==> config.mk <==
export PLATFORM = sky130hd
export DESIGN_NAME = divisor_sequencial_4bits
export DESIGN_NICKNAME = d
export VERILOG_FILES = /design/src/rtl/divisor_sequencial_4bits.sv
export SDC_FILE = /design/constraint.sdc
export NUM_CORES = 1
export LEC_CHECK = 0
export BUFFER_PORTS_ARGS = -buffer_cell sky130_fd_sc_hd__buf_2
export CAP_MARGIN = 30
export CORE_MARGIN = 1
export CORE_UTILIZATION = 30
export DETAILED_ROUTE_END_ITERATION = 7
export PLACE_DENSITY_LB_ADDON = 0.25
export SYNTH_ARGS = -nofsm -noshare
export SYNTH_HDL_FRONTEND = slang
export SYNTH_SLANG_ARGS = --single-unit
==> constraint.sdc <==
create_clock -name clk -period 3.09 [get_ports clk]
set_input_delay 0.4635 -clock clk [delete_from_list [all_inputs] [get_ports clk]]
set_output_delay 0.4635 -clock clk [all_outputs]
set_load 0.005 [all_outputs]
==> src/rtl/divisor_sequencial_4bits.sv <==
// divisor_sequencial_4bits
// Sequential 4-bit restoring divider for the ULA datapath.
// An operation is accepted on start in OCIOSO. It runs four shift-and-subtract
// iterations in CALCULA and then presents the result for one cycle in FIM.
// Divide by zero skips CALCULA and goes directly to FIM.
//
// Ports:
//   clk        rising-edge clock
//   rst        synchronous, active-high reset
//   start      request, sampled only in OCIOSO
//   a, b       dividend / divisor (4 bits), sampled only at acceptance
//   com_sinal  signed-operation select, sampled at acceptance
//              (exists only with DIVISAO_SINAL_EN)
//   quociente  quotient, registered, holds until the next accepted start
//   resto      remainder, registered, holds until the next accepted start
//   ocupado    high while in CALCULA or FIM
//   pronto     one-cycle pulse while results are presented (FIM)
//   div_zero   divisor of the last accepted operation was zero
//   ov         signed overflow (-8 / -1); tied to 0 without DIVISAO_SINAL_EN
//
// Optional feature macro: DIVISAO_SINAL_EN (two's-complement division,
// truncating; the remainder takes the sign of the dividend).

`timescale 1ns/1ps

module divisor_sequencial_4bits (
  input  logic       clk,
  input  logic       rst,
  input  logic       start,
  input  logic [3:0] a,
  input  logic [3:0] b,
`ifdef DIVISAO_SINAL_EN
  input  logic       com_sinal,
`endif
  output logic [3:0] quociente,
  output logic [3:0] resto,
  output logic       ocupado,
  output logic       pronto,
  output logic       div_zero,
  output logic       ov
);

  localparam int unsigned W  = 4;
  localparam int unsigned IW = 2;

  localparam logic [1:0] OCIOSO  = 2'd0;
  localparam logic [1:0] CALCULA = 2'd1;
  localparam logic [1:0] FIM     = 2'd2;

  localparam logic [IW-1:0] ITER_LAST = 2'd3;

  // FSM and datapath state
  logic [1:0]    state_q, state_d;
  logic [IW-1:0] iter_q, iter_d;
  logic [W-1:0]  q_q, q_d;
  logic [W-1:0]  r_q, r_d;
  logic [W-1:0]  b_q, b_d;

  // Next values of the registered outputs
  logic [W-1:0]  quociente_d;
  logic [W-1:0]  resto_d;
  logic          ocupado_d;
  logic          pronto_d;
  logic          div_zero_d;

  // Single-iteration datapath
  logic [W-1:0]  r_sh;
  logic [W-1:0]  q_sh;
  logic [W:0]    trial;
  logic [W-1:0]  r_new;
  logic [W-1:0]  q_new;

  // Operand magnitudes presented to the unsigned core
  logic [W-1:0]  mag_a;
  logic [W-1:0]  mag_b;

  // Final result after any sign correction
  logic [W-1:0]  res_q;
  logic [W-1:0]  res_r;

`ifdef DIVISAO_SINAL_EN
  // Sign bookkeeping captured at acceptance
  logic          neg_a;
  logic          neg_b;
  logic          neg_q_q, neg_q_d;
  logic          neg_r_q, neg_r_d;
  logic          ov_pend_q, ov_pend_d;
  logic          ov_q, ov_d;

  // Magnitudes of the two's-complement operands (-8 maps to 8 as unsigned 4'b1000)
  always_comb begin
    neg_a = com_sinal & a[W-1];
    neg_b = com_sinal & b[W-1];
    mag_a = neg_a ? W'(~a + 4'd1) : a;
    mag_b = neg_b ? W'(~b + 4'd1) : b;
  end

  // Apply the quotient/remainder signs when the result is written
  always_comb begin
    res_q = neg_q_q ? W'(~q_new + 4'd1) : q_new;
    res_r = neg_r_q ? W'(~r_new + 4'd1) : r_new;
  end

  assign ov = ov_q;
`else
  always_comb begin
    mag_a = a;
    mag_b = b;
    res_q = q_new;
    res_r = r_new;
  end

  assign ov = 1'b0;
`endif

  // One restoring step: shift {R,Q} left, then trial subtract with borrow out
  always_comb begin
    r_sh  = {r_q[W-2:0], q_q[W-1]};
    q_sh  = {q_q[W-2:0], 1'b0};
    trial = {1'b0, r_sh} + {1'b1, ~b_q} + 5'd1;
    if (!trial[W]) begin
      r_new = trial[W-1:0];
      q_new = q_sh | 4'd1;
    end else begin
      r_new = r_sh;
      q_new = q_sh;
    end
  end

  // Next-state and output logic
  always_comb begin
    state_d     = state_q;
    iter_d      = iter_q;
    q_d         = q_q;
    r_d         = r_q;
    b_d         = b_q;
    quociente_d = quociente;
    resto_d     = resto;
    div_zero_d  = div_zero;
`ifdef DIVISAO_SINAL_EN
    neg_q_d     = neg_q_q;
    neg_r_d     = neg_r_q;
    ov_pend_d   = ov_pend_q;
    ov_d        = ov_q;
`endif

    case (state_q)
      OCIOSO: begin
        if (start) begin
          q_d    = mag_a;
          b_d    = mag_b;
          r_d    = '0;
          iter_d = '0;
`ifdef DIVISAO_SINAL_EN
          neg_q_d   = neg_a ^ neg_b;
          neg_r_d   = neg_a;
          ov_pend_d = com_sinal & (a == 4'b1000) & (b == 4'b1111);
`endif
          if (b == '0) begin
            // Divide by zero: present the fixed result immediately
            state_d     = FIM;
            quociente_d = 4'hF;
            resto_d     = a;
            div_zero_d  = 1'b1;
`ifdef DIVISAO_SINAL_EN
            ov_d        = 1'b0;
`endif
          end else begin
            state_d    = CALCULA;
            div_zero_d = 1'b0;
          end
        end
      end

      CALCULA: begin
        q_d    = q_new;
        r_d    = r_new;
        iter_d = iter_q + 2'd1;
        if (iter_q == ITER_LAST) begin
          state_d     = FIM;
          quociente_d = res_q;
          resto_d     = res_r;
`ifdef DIVISAO_SINAL_EN
          ov_d        = ov_pend_q;
`endif
        end
      end

      FIM: begin
        state_d = OCIOSO;
      end

      default: begin
        state_d = OCIOSO;
      end
    endcase

    // Status outputs are registered copies of the next state
    ocupado_d = (state_d != OCIOSO);
    pronto_d  = (state_d == FIM);
  end

  // State and output registers
  always_ff @(posedge clk) begin
    if (rst) begin
      state_q   <= OCIOSO;
      iter_q    <= '0;
      q_q       <= '0;
      r_q       <= '0;
      b_q       <= '0;
      quociente <= '0;
      resto     <= '0;
      ocupado   <= 1'b0;
      pronto    <= 1'b0;
      div_zero  <= 1'b0;
`ifdef DIVISAO_SINAL_EN
      neg_q_q   <= 1'b0;
      neg_r_q   <= 1'b0;
      ov_pend_q <= 1'b0;
      ov_q      <= 1'b0;
`endif
    end else begin
      state_q   <= state_d;
      iter_q    <= iter_d;
      q_q       <= q_d;
      r_q       <= r_d;
      b_q       <= b_d;
      quociente <= quociente_d;
      resto     <= resto_d;
      ocupado   <= ocupado_d;
      pronto    <= pronto_d;
      div_zero  <= div_zero_d;
`ifdef DIVISAO_SINAL_EN
      neg_q_q   <= neg_q_d;
      neg_r_q   <= neg_r_d;
      ov_pend_q <= ov_pend_d;
      ov_q      <= ov_d;
`endif
    end
  end

endmodule

# --- After elaboration in Yosys (flattened, before gate mapping) ---
# Cells that the tools add are included.
totals:
  regBits: 26
  output_inout_bits: 12
  wordCells: 48
op_classes:
  add_sub_neg: 3
  n_eq_ne: 6
  mux: 21
  n_bitwise: 1
  n_reduce_logical: 7
ops:
  columns: ["op", "n"]
  rows:
  - ["$mux 4", 8]
  - ["$pmux 4 s2", 3]
  - ["$mux 2", 4]
  - ["$pmux 2 s2", 2]
  - ["$ne 2x2->1 const B", 3]
  - ["$pmux 3 s2", 1]
  - ["$add 4x5->5", 1]
  - ["$add 5x1->5 const B", 1]
  - ["$eq 2x2->1 const B", 2]
  - ["$logic_not 4->1", 1]
  - ["$not 4->4", 1]
  - ["$reduce_and 2->1", 2]
  - ["$reduce_and 4->1", 1]
  - ["$reduce_bool 2->1", 2]
  - ["$mux 3", 1]
  - ["$add 2x1->2 const B", 1]
  - ["$eq 2x1->1 const B", 1]
  - ["$logic_not 2->1", 1]
  - ["$mux 1", 2]

# --- Logic depth before layout (Yosys ltp) ---
# Gate-level depths: netlist of the first run.
logic_depth:
  ltp_word: 6
  mapped_depth: 9
  ltp_nobuf: 9

# --- Worst setup path before layout of the first run ---
# No wires, ideal clock.
synth_timing:
  path_type: "register -> register"
  start: "register q_q[3]"
  end: "register resto[0]"
  setup_ps: 88
  t_arrival_ps: 1674
  slack_ps: 1328
  stages_incl_launch_ff: 10
  cell_sequence: "dfxtp_1 -> inv_1 -> ha_1 -> inv_1 -> fa_1 -> a211oi_1 -> nor2_1 -> nand2_1 -> o211ai_1 -> a311oi_2"
synth_via:
  elab_chain_len: 5
synth_lines:
  columns: ["element", "line", "text"]
  rows:
  - ["start, declared", "55", "logic [W-1:0] q_q, q_d;"]
  - ["start signal, assigned", "225", "q_q <= q_d;"]
  - ["$add 4x5->5", "120", "trial = {1'b0, r_sh} + {1'b1, ~b_q} + 5'd1;"]
  - ["$add 5x1->5", "120", null]
  - ["$mux 4 *", "121", "if (!trial[W]) begin"]
  - ["$mux 4 *", "179", "if (iter_q == ITER_LAST) begin"]
  - ["$pmux 4 s2 *", "147", "case (state_q)"]
  - ["end signal, assigned", "229", "resto <= resto_d;"]
  - ["end, declared", "36", "output logic [3:0] resto,"]
# Mark *: on every way between the ends. The rest lies on a longest branch, timed or not. The select of a mux whose other input is x is not followed.
# A chain may end at the register's enable or synchronous reset.

# --- Worst setup path in the final report of the first run ---
layout_timing:
  start: "register q_q[3]"
  end: "register resto[3]"
layout_via:
  elab_chain_len: 5
layout_lines:
  columns: ["element", "line"]
  rows:
  - ["$add 4x5->5", "120"]
  - ["$add 5x1->5", "120"]
  - ["$mux 4", "121"]
  - ["$mux 4", "179"]
  - ["$pmux 4 s2", "147"]
# Every way passes these cells. The select of a mux whose other input is x is not followed.

==> summary.md, run 1 <==
| Metric | Value |
|---|---|
| Maximum clock rate | `0.480 GHz` |
| Main area contributors after synthesis | `dfxtp_1 42%, nand2_1 6.9%, nor2_1 6.9%` |
| Drt drc | `0` |
| Max-slew violation count | `0` |
| Finish-stage setup viols | `0` |
| DR vias | `1,013` |
| I/O Buffers | `21` |
| Hold buffer count at CTS | `0` |
| P_leak | `0.558 nW` |
| Top-count cell post-synth | `dfxtp_1` |
| Minimum clock period | `2.08 ns` |
| Area Overhead vs Synth | `11.7%` |
| CP Class | `flip-flop to flip-flop` |
| Rows | `23` |
| Post-Syn Nets | `161` |
| Initial core utilization | `31.2%` |
| Seq/Total Area, Yosys | `41.7%` |
| Maxcap violations | `0` |
| Crit Path Max Fanout | `8` |
| Syn_area_per_cell | `8.67 um^2` |
| YS warnings | `0` |
| Dpl hpwl | `1.97 mm` |
| Wire length per cell | `12.8 um` |
| Detail Route Antenna Nets | `0` |
| Skew-Pair Late Insertion Delay | `0.26 ns` |
| Root Driver | `clkbuf_8` |
| Die area | `4420 um^2` |
| Largest net degree at the start of global routing | `27` |
| Top FF cell, synth | `dfxtp_1` |
| Synth Cell Area | `1250 um^2` |
| Seq cells post-synth | `26` |
| DRT Pass-1 Iters | `4` |
| Outcome | `finished clean` |
| Gr usage total | `13.6%` |
| Reg2reg start | `q_q[3]` |
| TritonCTS buffer count | `3` |
| Initial antenna violation count | `0` |
| ANT cells | `0` |
| Fin crit share | `67.4%` |
| Synth cell count leaders | `26 x dfxtp_1, 23 x nand2_1, 23 x nor2_1` |
| Number of flops mapped to enable cells by yosys | `0` |
| Worst vdd ir | `0.266 mV` |
| Reg2Reg Setup Slack | `1.01 ns` |
| Startpoint class of the critical path | `flip-flop` |
| Nets | `177` |
| WHS | `0.465 ns` |
| Slew headroom | `61.3%` |
| Element type at the critical path end | `flip-flop` |
| Slew @ Worst Pin | `0.581 ns` |
| CORE AREA | `4000 um^2` |
| Clk_skew | `0.00145 ns` |
| Asr flop ratio synth | `0%` |
| Dominant cell type by area after synthesis | `dfxtp_1` |
| RSZ-0062 raised after global routing | `false` |
| Vias/cell | `4.87` |
| Hold Vio Cnt, Final | `0` |
| Mapped Cells | `144` |
| PD cells | `480 nW/um^2` |
| IO Count | `23` |
| Starting DRT DRC Count | `33` |
| # resized after CTS | `0` |
| H-Tree Depth | `1` |
| Worst min path class | `input pin to flip-flop` |
| Die Y-Extent | `66.5 um` |
| Cell variety after synth | `35` |
| Clock sink total | `26` |
| Arrival time worst endpoint | `2.27 ns` |
| CTS tree | `yes` |
| Crit path launch | `q_q[3]` |
| Setup bufs post-CTS | `0` |
| Total Neg Setup Slack | `0 ns` |
| Proportion of layout cells with a drive suffix above 1 | `20.3%` |
| Hold Startpoint | `b[2]` |
| Req. time, crit path | `3.27 ns` |
| Drt total wl | `2.65 mm` |
| Clk slew on worst S/H paths | `0.08 ns` |
| RePlAce Congestion | `0.881` |
| Top cell type's share of synthesized area | `41.7%` |
| Max Root-Sink Buffers | `2` |
| First-pass GRT wire length | `4.44 mm` |
| Die X | `66.5 um` |
| Grt total ovfl | `0` |
| Vias in the first global route | `964` |
power by group:
part           switching [mW]  internal (mW)
logic                  0.0729         0.0448
registers              0.0141          0.353
clock network          0.0984         0.0872
cell families (layout without fill, tap and decap cells):
family | Yosys count | in the layout | share of synthesized area [%]
xor+xnor | 2 | 2 | 1.40
buf+inv | 15 | 29 | 6.51
other cells | 1 | 1 | 0.300
flops | 26 | 26 | 41.7
compound gates | 36 | 36 | 20.9
fa+ha+maj | 6 | 6 | 6.61
simple gates | 58 | 58 | 22.5
per-stage QoR:
step                      worst slack (ns)  std cells  total power [mW]  instance area, um^2  utilization, %
final                                 1.01        208             0.670                 1400            34.9
after global routing                 0.848        208             0.718                 1400            34.9
after CTS                             1.00        208             0.682                 1400            34.9
after detailed placement              1.03        205             0.493                 1350            33.8
after global placement                1.13        205             0.490                 1350            33.8
after floorplan                       1.33        144             0.463                 1250               -
worst paths after layout:
kind	endpoint	cells after the start
max	resto[3]	9
min	b_q[2]	3
max reg2reg	resto[3]	9
min reg2reg	r_q[2]	2
flip-flops by register name (all words and copies together) (netlist names), 2 cells and up:
name	flops
b_q	4
iter_q	2
q_q	4
quociente	4
r_q	3
resto	4
state_q	2
final cells by class:
cell class / count / area [um^2]
clock buffer: 3 / 41.3
fill: 432 / 2610
sequential: 26 / 520
tap: 50 / 62.6
multi-input combinational: 103 / 647
timing repair buffer: 21 / 105
inverter: 5 / 18.8
worst max-delay path, cell delays in order (launching register included):
cell	delay [ns]
dfxtp_1	0.33
inv_1	0.06
ha_1	0.16
inv_1	0.06
fa_1	0.40
a211oi_1	0.26
nor2_1	0.17
nor2_1	0.26
a21oi_1	0.12
a211oi_1	0.19
metal layers:
| layer | share of wire, % | wire (um) | track usage [%] |
|---|---|---|---|
| met4 | 0.60 | 16 | 2.39 |
| met1 | 49 | 1310 | 16.2 |
| met5 | 0 | 0 | 0 |
| met2 | 44 | 1170 | 23.6 |
| met3 | 5.8 | 155 | 4.62 |
placed cells by master (no fill, tap or decap), types with 2 or more instances in the layout:
cell type and n:
a211oi_1 5, and2b_1 2, inv_1 5, dfxtp_1 26
buf_2 21, clkbuf_8 3, a311oi_2 3, nor3b_1 2
o21ai_0 5, nor2_1 23, nand2_1 23, ha_1 5
a21oi_1 12, o211ai_1 2, a311oi_1 4, nand2b_1 2
No activity file was read; power rests on OpenSTA's default activity.
==> run 2, diff against run 1 <==
ABC_AREA = 1   (was unset)
clock period = 2.1 ns   (was 3.09 ns; I/O delays follow)
==> summary.md, run 2 <==
| Metric | Value |
|---|---|
| Outcome | `finished clean` |
| DR vias | `1,073 (+5.9%)` |
| Minimum clock period | `1.66 ns (-0.419 ns)` |
| Skew-Pair Late Insertion Delay | `0.27 ns (about the same)` |
| Mapped Cells | `172 (+19%)` |
| PD cells | `763 nW/um^2 (+59%)` |
| Wire length per cell | `11.1 um (-13%)` |
| TritonCTS buffer count | `3 (unchanged)` |
| Met2 WL | `1.23 mm (+4.9%)` |
| Drt drc | `0 (unchanged)` |
| Gr usage total | `13.4% (-0.16 points)` |
| Die area | `4540 um^2 (+2.7%)` |
| Top FF cell, synth | `dfxtp_1` |
| Filler cells | `451 (+4.4%)` |
| Proportion of layout cells with a drive suffix above 1 | `17.5% (-2.8 points)` |
| Seq. cell area | `520 um^2 (unchanged)` |
| CP Class | `flip-flop to flip-flop` |
| Req. time, crit path | `2.27 ns (-1.00 ns)` |
| Seq cells post-synth | `26 (unchanged)` |
| Area Overhead vs Synth | `11.7% (about the same)` |
| CORE AREA | `4060 um^2 (+1.4%)` |
| Hold Vio Cnt, Final | `0 (unchanged)` |
| Grt total ovfl | `0 (unchanged)` |
| Dpl cells | `236 (+15%)` |
| DRT Pass-1 Iters | `4 (unchanged)` |
| Worst min path class | `input pin to flip-flop` |
| Commonest non-fill, non-tap cell in the layout | `nand2_1` |
| IO Count | `23 (unchanged)` |
| Total Neg Setup Slack | `0 ns (unchanged)` |
| Die Y-Extent | `67.4 um (+1.4%)` |
| Arrival time worst endpoint | `1.83 ns (-0.44 ns)` |
| Seq/Total Area, Yosys | `40.5% (-1.1 points)` |
| Top cell type's share of synthesized area | `40.5% (-1.1 points)` |
| Highest routed layer | `met4` |
| # resized after CTS | `0 (unchanged)` |
| Starting DRT DRC Count | `72 (+120%)` |
| Initial antenna violation count | `0 (unchanged)` |
| Startpoint class of the critical path | `flip-flop` |
| Fin crit share | `79.2% (+12 points)` |
| Commonest cells after routing, fill and taps aside | `37 x nand2_1, 26 x dfxtp_1, 21 x buf_2, 19 x inv_1, 19 x nor2_1` |
| Footprint of the multi-input gates | `619 um^2 (-4.3%)` |
| I/O Buffers | `21 (unchanged)` |
| Synth cell count leaders | `37 x nand2_1, 26 x dfxtp_1, 19 x inv_1, 19 x nor2_1, 15 x a21oi_1` |
| Main area contributors after synthesis | `dfxtp_1 41%, nand2_1 11%, a21oi_1 5.8%` |
| Synth Cell Area | `1280 um^2 (+2.8%)` |
| Clk slew on worst S/H paths | `0.09 ns (about the same)` |
| Slew headroom | `64.7% (+3.4 points)` |
| Clock sink total | `26 (unchanged)` |
| Hold buffer count at CTS | `0 (unchanged)` |
| Slew @ Worst Pin | `0.529 ns (-0.0515 ns)` |
| RePlAce Congestion | `0.752 (-15%)` |
| Routed metal-1 wirelength | `1.35 mm (+3.0%)` |
| RSZ-0062 raised after global routing | `false` |
| Post-Syn Nets | `189 (+17%)` |
| Worst vdd ir | `0.307 mV (+15%)` |
| ANT cells | `0 (unchanged)` |
| Vias/cell | `4.49 (-7.8%)` |
| Dpl hpwl | `2.01 mm (+2.5%)` |
| Vias in the first global route | `1,002 (+3.9%)` |
| Drt total wl | `2.65 mm (about the same)` |
| Dominant cell type by area after synthesis | `dfxtp_1` |
| Maxcap violations | `0 (unchanged)` |
| Nets | `208 (+18%)` |
| Met3 WL post-DR | `51 um (-67%)` |
| H-Tree Depth | `1 (unchanged)` |
| Detail Route Antenna Nets | `0 (unchanged)` |
| Asr flop ratio synth | `0% (unchanged)` |
| Max Root-Sink Buffers | `2 (unchanged)` |
| Root Driver | `clkbuf_8` |
| CTS tree | `yes` |
| P_leak | `0.736 nW (+32%)` |
| Clk_skew | `0.00426 ns (+0.00280 ns)` |
| Layout Cells excl Fill | `239 (+15%)` |
| Crit Path Max Fanout | `3 (-5)` |
| Number of flops mapped to enable cells by yosys | `0 (unchanged)` |
| YS warnings | `0 (unchanged)` |
| Initial core utilization | `31.6% (+0.42 points)` |
| Top-count cell post-synth | `nand2_1` |
| Finish-stage setup viols | `0 (unchanged)` |
| Element type at the critical path end | `flip-flop` |
| Cell variety after synth | `26 (-26%)` |
| Max-slew violation count | `0 (unchanged)` |
| Largest net degree at the start of global routing | `20 (-26%)` |
| First-pass GRT wire length | `4.45 mm (+0.32%)` |
| Maximum clock rate | `0.601 GHz (+25%)` |
| Die X | `67.4 um (+1.4%)` |
| Syn_area_per_cell | `7.46 um^2 (-14%)` |
| Setup bufs post-CTS | `0 (unchanged)` |
| Rows | `23 (unchanged)` |
[run 2: path summary, 6_finish.rpt]
| kind | startpoint | endpoint | slack, ns | cells past startpoint |
|---|---|---|---|---|
| worst max-delay path | q_q[3] | resto[0] | 0.44 | 10 |
| worst min-delay path | rst | div_zero | 0.31 | 2 |
| worst max register to register | q_q[3] | resto[0] | 0.44 | 10 |
| worst min register to register | iter_q[0] | iter_q[0] | 0.46 | 1 |
[run 2: logic make-up after synthesis]
group / share of synthesized area [%]
AOI/OAI and AO/OA: 15.1
xor gates and xnor gates: 0.682
adders and majority gates: 6.43
buffers and inverters: 11.2
DFF: 40.5
other: 0.292
and+or+nand+nor: 25.7
[run 2: layout make-up]
type	instances	area share [%]
tap	50	4.36
clock buffer	3	2.88
sequential	26	36.3
inverter	22	5.93
timing repair buffer	21	7.33
multi-input combinational	117	43.2
[run 2: report_power, final]
part / internal, mW / total (mW) / switching [mW] / leakage [nW]
Combinational: 0.0921 / 0.256 / 0.164 / 0.502
Clock: 0.129 / 0.280 / 0.151 / 0.0216
Sequential: 0.533 / 0.559 / 0.0256 / 0.213
Total: 0.754 / 1.09 / 0.341 / 0.736
[run 2: per-stage QoR]
step           cell area, um^2  power [mW]  setup slack [ns]  util [%]  hold WS, ns
4_1_cts                   1430        1.11             0.440      35.3        0.313
6_report                  1430        1.09             0.437      35.3        0.310
5_1_grt                   1430        1.17             0.263      35.3        0.318
3_5_place_dp              1390       0.827             0.442      34.3        0.456
2_1_floorplan             1280       0.775             0.595         -        0.429
3_3_place_gp              1390       0.828             0.456      34.3        0.450
[run 2: worst max-delay path, cell delays in order (launching register included)]
cell and delay [ns]:
dfxtp_1 0.34, inv_1 0.06, ha_1 0.14, inv_1 0.05, fa_1 0.39, nand3_1 0.15
nand2_1 0.11, nand3b_1 0.13, nand2_1 0.07, nor2_1 0.09, nor2_1 0.04
[run 2: routing by layer]
layer  global-route usage (%)  up-vias
li1                         -      594
met1                     17.9      465
met2                     21.0       11
met3                     2.53        3
met4                     5.59        0
met5                        0        -
